--- src/rtl/uart_pkg.sv ---
// Shared UART definitions: data width, TX state encoding and the baud divisor helper.
// Used by both the transmitter and the receiver so the two agree on line timing.
package uart_pkg;

  localparam int UART_DATA_BITS = 8;

  typedef enum logic [1:0] {
    IDLE  = 2'd0,
    START = 2'd1,
    DATA  = 2'd2,
    STOP  = 2'd3
  } tx_state_t;

  function automatic int baud_divide(input int main_clk, input int baud);
    return main_clk / baud;
  endfunction

endpackage

--- src/rtl/uart_fifo.sv ---
// Single-clock show-ahead FIFO; dout is the head entry, push/pop take effect on the clock edge.
// Backpressure through full/empty; a push while full or a pop while empty is ignored.
module uart_fifo #(
  parameter int WIDTH = 8,
  parameter int DEPTH = 4
) (
  input  logic                         clk,
  input  logic                         rst_n,
  input  logic                         push,
  input  logic                         pop,
  input  logic [WIDTH-1:0]             din,
  output logic [WIDTH-1:0]             dout,
  output logic [$clog2(DEPTH+1)-1:0]   level,
  output logic                         full,
  output logic                         empty
);

  localparam int AW = $clog2(DEPTH);
  localparam int LW = $clog2(DEPTH+1);

  logic [WIDTH-1:0] mem [DEPTH];
  logic [AW-1:0]    wr_ptr;
  logic [AW-1:0]    rd_ptr;
  logic             do_push;
  logic             do_pop;

  assign full    = (level == LW'(DEPTH));
  assign empty   = (level == '0);
  assign do_push = push && !full;
  assign do_pop  = pop && !empty;
  assign dout    = mem[rd_ptr];

  // Storage carries no reset; only the pointers and count define validity.
  always_ff @(posedge clk) begin
    if (do_push) mem[wr_ptr] <= din;
  end

  always_ff @(posedge clk or negedge rst_n) begin
    if (!rst_n) begin
      wr_ptr <= '0;
      rd_ptr <= '0;
      level  <= '0;
    end else begin
      if (do_push) wr_ptr <= wr_ptr + AW'(1);
      if (do_pop)  rd_ptr <= rd_ptr + AW'(1);
      if (do_push && !do_pop)      level <= level + LW'(1);
      else if (!do_push && do_pop) level <= level - LW'(1);
    end
  end

endmodule

--- src/rtl/uart_tx.sv ---
// 8N1/8N2 UART transmitter behind a small FIFO; tx falls one cycle after a push into an idle block.
// data_ready drops only when the FIFO is full; queued bytes are sent back to back with no idle gap.
module uart_tx
  import uart_pkg::*;
#(
  parameter int MAIN_CLK   = 100000000,
  parameter int BAUD       = 115200,
  parameter int FIFO_DEPTH = 4,
  parameter int STOP_BITS  = 1
) (
  input  logic                              clk,
  input  logic                              rst_n,
  input  logic [7:0]                        data,
  input  logic                              data_valid,
  output logic                              data_ready,
  output logic                              tx,
  output logic                              busy,
  output logic [$clog2(FIFO_DEPTH+1)-1:0]   fifo_level
);

  localparam int BAUD_DIVIDE = baud_divide(MAIN_CLK, BAUD);
  localparam int TW          = $clog2(BAUD_DIVIDE);

  localparam logic [1:0] S_IDLE  = IDLE;
  localparam logic [1:0] S_START = START;
  localparam logic [1:0] S_DATA  = DATA;
  localparam logic [1:0] S_STOP  = STOP;

  logic [1:0]                state;
  logic [TW-1:0]             timer;
  logic [2:0]                bitcnt;
  logic [UART_DATA_BITS-1:0] sr;
  logic [UART_DATA_BITS-1:0] fifo_dout;
  logic                      fifo_full;
  logic                      fifo_empty;
  logic                      push;
  logic                      pop;
  logic                      bit_end;
  logic                      last_stop;

  assign data_ready = rst_n && !fifo_full;
  assign push       = data_valid && data_ready;
  assign bit_end    = (timer == TW'(BAUD_DIVIDE - 1));
  assign last_stop  = (state == S_STOP) && bit_end && (bitcnt == 3'(STOP_BITS - 1));
  assign pop        = !fifo_empty && ((state == S_IDLE) || last_stop);
  assign busy       = (state != S_IDLE) || !fifo_empty;

  uart_fifo #(.WIDTH(UART_DATA_BITS), .DEPTH(FIFO_DEPTH)) u_fifo (
    .clk   (clk),
    .rst_n (rst_n),
    .push  (push),
    .pop   (pop),
    .din   (data),
    .dout  (fifo_dout),
    .level (fifo_level),
    .full  (fifo_full),
    .empty (fifo_empty)
  );

  always_ff @(posedge clk or negedge rst_n) begin
    if (!rst_n) begin
      state  <= S_IDLE;
      tx     <= 1'b1;
      timer  <= '0;
      bitcnt <= '0;
      sr     <= '0;
    end else if (pop) begin
      // Frame start, either from idle or straight out of the final stop cycle.
      state  <= S_START;
      tx     <= 1'b0;
      timer  <= '0;
      bitcnt <= '0;
      sr     <= fifo_dout;
    end else begin
      case (state)
        S_IDLE: tx <= 1'b1;
        S_START: begin
          if (bit_end) begin
            state  <= S_DATA;
            timer  <= '0;
            bitcnt <= '0;
            tx     <= sr[0];
          end else begin
            timer <= timer + TW'(1);
          end
        end
        S_DATA: begin
          if (bit_end) begin
            timer <= '0;
            if (bitcnt == 3'(UART_DATA_BITS - 1)) begin
              state  <= S_STOP;
              bitcnt <= '0;
              tx     <= 1'b1;
            end else begin
              bitcnt <= bitcnt + 3'd1;
              sr     <= sr >> 1;
              tx     <= sr[1];
            end
          end else begin
            timer <= timer + TW'(1);
          end
        end
        S_STOP: begin
          if (bit_end) begin
            timer <= '0;
            if (bitcnt == 3'(STOP_BITS - 1)) begin
              state  <= S_IDLE;
              bitcnt <= '0;
            end else begin
              bitcnt <= bitcnt + 3'd1;
            end
          end else begin
            timer <= timer + TW'(1);
          end
        end
      endcase
    end
  end

endmodule

--- config.mk ---
export PLATFORM = sky130hd
export DESIGN_NAME = uart_tx
export DESIGN_NICKNAME = d
export VERILOG_FILES = /design/src/rtl/uart_pkg.sv /design/src/rtl/uart_fifo.sv /design/src/rtl/uart_tx.sv
export SDC_FILE = /design/constraint.sdc
export NUM_CORES = 1
export LEC_CHECK = 0
export ABC_CLOCK_PERIOD_IN_PS = 2600
export BUFFER_PORTS_ARGS = -buffer_cell sky130_fd_sc_hd__clkbuf_2
export CAP_MARGIN = 20
export CORE_MARGIN = 2
export CORE_UTILIZATION = 30
export CTS_BUF_LIST = sky130_fd_sc_hd__clkbuf_4 sky130_fd_sc_hd__clkbuf_8
export DETAILED_ROUTE_END_ITERATION = 8
export PLACE_DENSITY_LB_ADDON = 0.12
export RECOVER_POWER = 100
export SETUP_SLACK_MARGIN = 0.5
export SLEW_MARGIN = 10
export SYNTH_ARGS = -nofsm -noshare
export SYNTH_HDL_FRONTEND = slang
export SYNTH_SLANG_ARGS = --single-unit
--- constraint.sdc ---
create_clock -name clk -period 2.6 [get_ports clk]
set_clock_uncertainty 0.05 [all_clocks]
set_input_delay 0.52 -clock clk [delete_from_list [all_inputs] [get_ports clk]]
set_output_delay 0.52 -clock clk [all_outputs]
set_load 0.005 [all_outputs]
==> metrics.md <==
| Metric | Value |
|---|---|
| Status | `finished, violations left` |
| Failing checks | `max-capacitance violations, max-slew violations` |
| Avg Inst Size Synth | `approximately 13 um^2` |
| # diodes | `0` |
| Syn_nets | `252` |
| Input/output buffers | `16` |
| Top Usage Layer GRT | `met2` |
| Reg2reg start | `timer[0]` |
| Setup crit start kind | `flip-flop` |
| R2R cell count | `10` |
| RSZ-0062 raised after global routing | `true` |
| Starting DRT DRC Count | `61` |
| Via count | `1798` |
| Core ar. | `0.00977 mm^2` |
| Synth Flop Type | `edfxtp_1` |
| Maximum clock path buffer count | `2` |
| Routability congestion estimate | `0.696` |
| HP Class | `in2reg` |
| Slew at the pin closest to its max-slew limit | `approximately 1.7 ns` |
| Vias in the first global route | `between 1500 and 2000` |
| Non-filler instance count after layout | `398` |
| Worst r2r dst | `u_fifo.level[2]` |
| Placed insts | `370` |
| CTS buffer count | `9` |
| Final ANT Viol Nets | `0` |
| Routed WL per cell | `roughly 15 um` |
| Number of synthesized flops with an enable pin | `32` |
| Max-cap violation count | `1` |
| Largest net degree at the start of global routing | `32` |
| Share of layout cells above drive strength 1 | `21.1%` |
| Syn Inst Count | `225` |
| Hpwl dp | `between 3000 and 4000 um` |
| Initial antenna violation count | `0` |
| Crit path max fanout | `4` |
| Clk sink count | `63` |
| Met1 usage | `15.3%` |
| Pre-CTS setup slack | `0.290 ns` |
| Chip height | `104 um` |
| TritonRoute pass-1 iters | `4` |
| Row Count | `36` |
| Starting Density | `30.8%` |
| Clock root buffer | `clkbuf_8` |
| Fmax achieved | `435 MHz` |
| DRT Wirelength | `5880 um` |
| Reg2reg setup slack | `0.30 ns` |
| Total GRT Usage | `11.7%` |
| Die width | `104 um` |
| GR Util met2 | `18.0%` |
| CP endpoint kind | `flip-flop` |
| Synthesized flop and latch total | `63` |
| Kind of critical path | `reg2reg` |
| Via density | `~4.5` |
| Worst path required time | `2.79 ns` |
| Setup violators final | `0` |
| # nets final | `287` |
| Clk slew on worst S/H paths | `roughly 0.08 ns` |
| Clock Latency Late Sink | `0.35 ns` |
| First-pass GRT wire length | `9740 um` |
| Min cycle time layout | `2.30 ns` |
| Critical path arrival | `2.48 ns` |
| # DRC | `0` |
| CTS tree | `built` |
| Crit path to | `u_fifo.level[2]` |
| Final Worst Setup Slack | `0.304 ns` |
| Max-slew headroom | `-15.9%` |
| Final Hold Violating Endpoints | `0` |
| Crit path launch | `timer[0]` |
| Layout area overhead | `16.8%` |
| GRT Residual Overflow | `0` |
| Final period utilization | `88.3%` |
| Peak VDD IR | `378 uV` |
| Die area | `0.0109 mm^2` |
| Synth async-reset ratio | `49.2%` |
| Max Transition Viols Final | `32` |
| Synth Warn # | `0` |
| H-tree Lvls | `3` |
| GR Layer Usage met3 | `3.95%` |
| P_leak | `1.46 nW` |
| Setup_tns | `0 ns` |
| Distinct cell type count after synthesis | `46` |
| Seq/Total Area, Yosys | `57.6%` |
| PwrDens | `1080 mW/mm^2` |
| I/O Pins | `17` |
| Area of the mapped netlist | `0.00302 mm^2` |
[area by class of cell]
type	instances	area, um^2
multi-input cells	144	1200
well taps	133	166
inverters	11	43.8
clock inverters	7	80.1
fillers	993	6250
flip-flops and latches	63	1740
repair buffers	31	168
clock buffers	9	124
[layout by cell type (no fill, tap or decap), types with 2 or more instances in the layout]
cell type	instances
a211oi_1	2
a21oi_1	6
a31oi_1	2
and3_1	7
buf_4	12
clkbuf_1	14
clkbuf_2	5
clkbuf_8	9
clkinvlp_4	2
dfrtp_1	29
edfxtp_1	32
ha_1	13
inv_1	10
inv_6	3
mux2i_1	8
mux4_2	8
nand2_1	17
nand2b_1	3
nand2b_4	2
nand3_1	6
nand3b_1	2
nor2_1	13
nor2b_1	3
nor3_2	2
o2111ai_1	2
o21ai_0	13
o21ai_1	2
or3_1	2
xnor2_1	5
xor2_1	7
[synthesized netlist by cell type (6+ instances only)]
| cell type | count | share of area [%] |
|---|---|---|
| and3_1 | 7 | 1.5 |
| dfrtp_1 | 30 | 25 |
| edfxtp_1 | 32 | 32 |
| ha_1 | 15 | 6.2 |
| inv_1 | 11 | 1.4 |
| mux2i_1 | 8 | 2.7 |
| mux4_2 | 8 | 6.0 |
| nand2_1 | 17 | 2.1 |
| nand3_1 | 6 | 1.0 |
| nor2_1 | 13 | 1.6 |
| o21ai_0 | 12 | 2.0 |
| xor2_1 | 7 | 2.0 |
[power by group]
group | internal, W | switching (W) | leakage, nW | total [W]
combinational | 0.000680 | 0.000697 | 0.687 | 0.00138
clock | 0.000454 | 0.000447 | 0.0968 | 0.000901
sequential | 0.00130 | 0.000227 | 0.681 | 0.00152
[how the worst min path moves through the flow]
stage | startpoint | to | slack [ns] | cells after the start
2_1_floorplan | rst_n | bitcnt[0] | 0.17 | 0
3_3_place_gp | sr[7] | sr[7] | 0.47 | 2
3_5_place_dp | sr[7] | sr[7] | 0.46 | 2
4_1_cts | rst_n | timer[7] | 0.18 | 2
5_1_grt | data[2] | u_fifo.mem[0][2] | 0.39 | 1
6_report | data[2] | u_fifo.mem[0][2] | 0.37 | 1
[metrics by stage]
stage          hold WS (ns)  power [W]  cell area (um^2)  util, %
2_1_floorplan         0.174    0.00257              3060        -
3_3_place_gp          0.468    0.00288              3270     33.4
3_5_place_dp          0.463    0.00287              3270     33.4
4_1_cts               0.184    0.00388              3540     36.3
5_1_grt               0.385    0.00411              3520     36.0
6_report              0.366    0.00380              3520     36.0
[per-layer routing]
metal,up-vias,share of wire (%)
met3,9,3.0
met5,-,0
li1,887,-
met2,18,47
met1,884,48
met4,0,1.6
[sequential cells by signal, summed over array words and instances, names as in the netlist]
name / flops
timer: 10
u_fifo.wr_ptr: 2
u_fifo.level: 3
state: 2
tx: 1
sr: 8
bitcnt: 3
u_fifo.mem: 32
u_fifo.rd_ptr: 2
[timing repair]
item | 4_1_cts | 5_1_grt
hold buffers | 0 | 0
setup buffers | 9 | 3
gates resized for setup | 4 | 6
pin swaps | 4 | 1
endpoints found under the setup margin | 3 | 5
[logic make-up (layout without fill, tap and decap cells)]
group | after synthesis | in the layout | share of synthesized area (%)
simple gates | 66 | 66 | 12.2
flops | 63 | 63 | 57.6
compound gates | 34 | 34 | 7.93
buf+inv | 18 | 58 | 3.28
fa+ha+maj | 16 | 16 | 6.89
mux | 16 | 16 | 8.63
xor+xnor | 12 | 12 | 3.49
[worst max-delay path, cell delays in order (launching register included)]
cell	delay [ns]
dfrtp_1	0.37
ha_2	0.21
nor3b_2	0.17
and4_2	0.25
o21ba_1	0.19
inv_4	0.06
ha_1	0.21
fa_2	0.34
xnor2_1	0.14
nor2_1	0.06
xor2_1	0.13
Note: power is estimated with default switching activity, not from simulation.
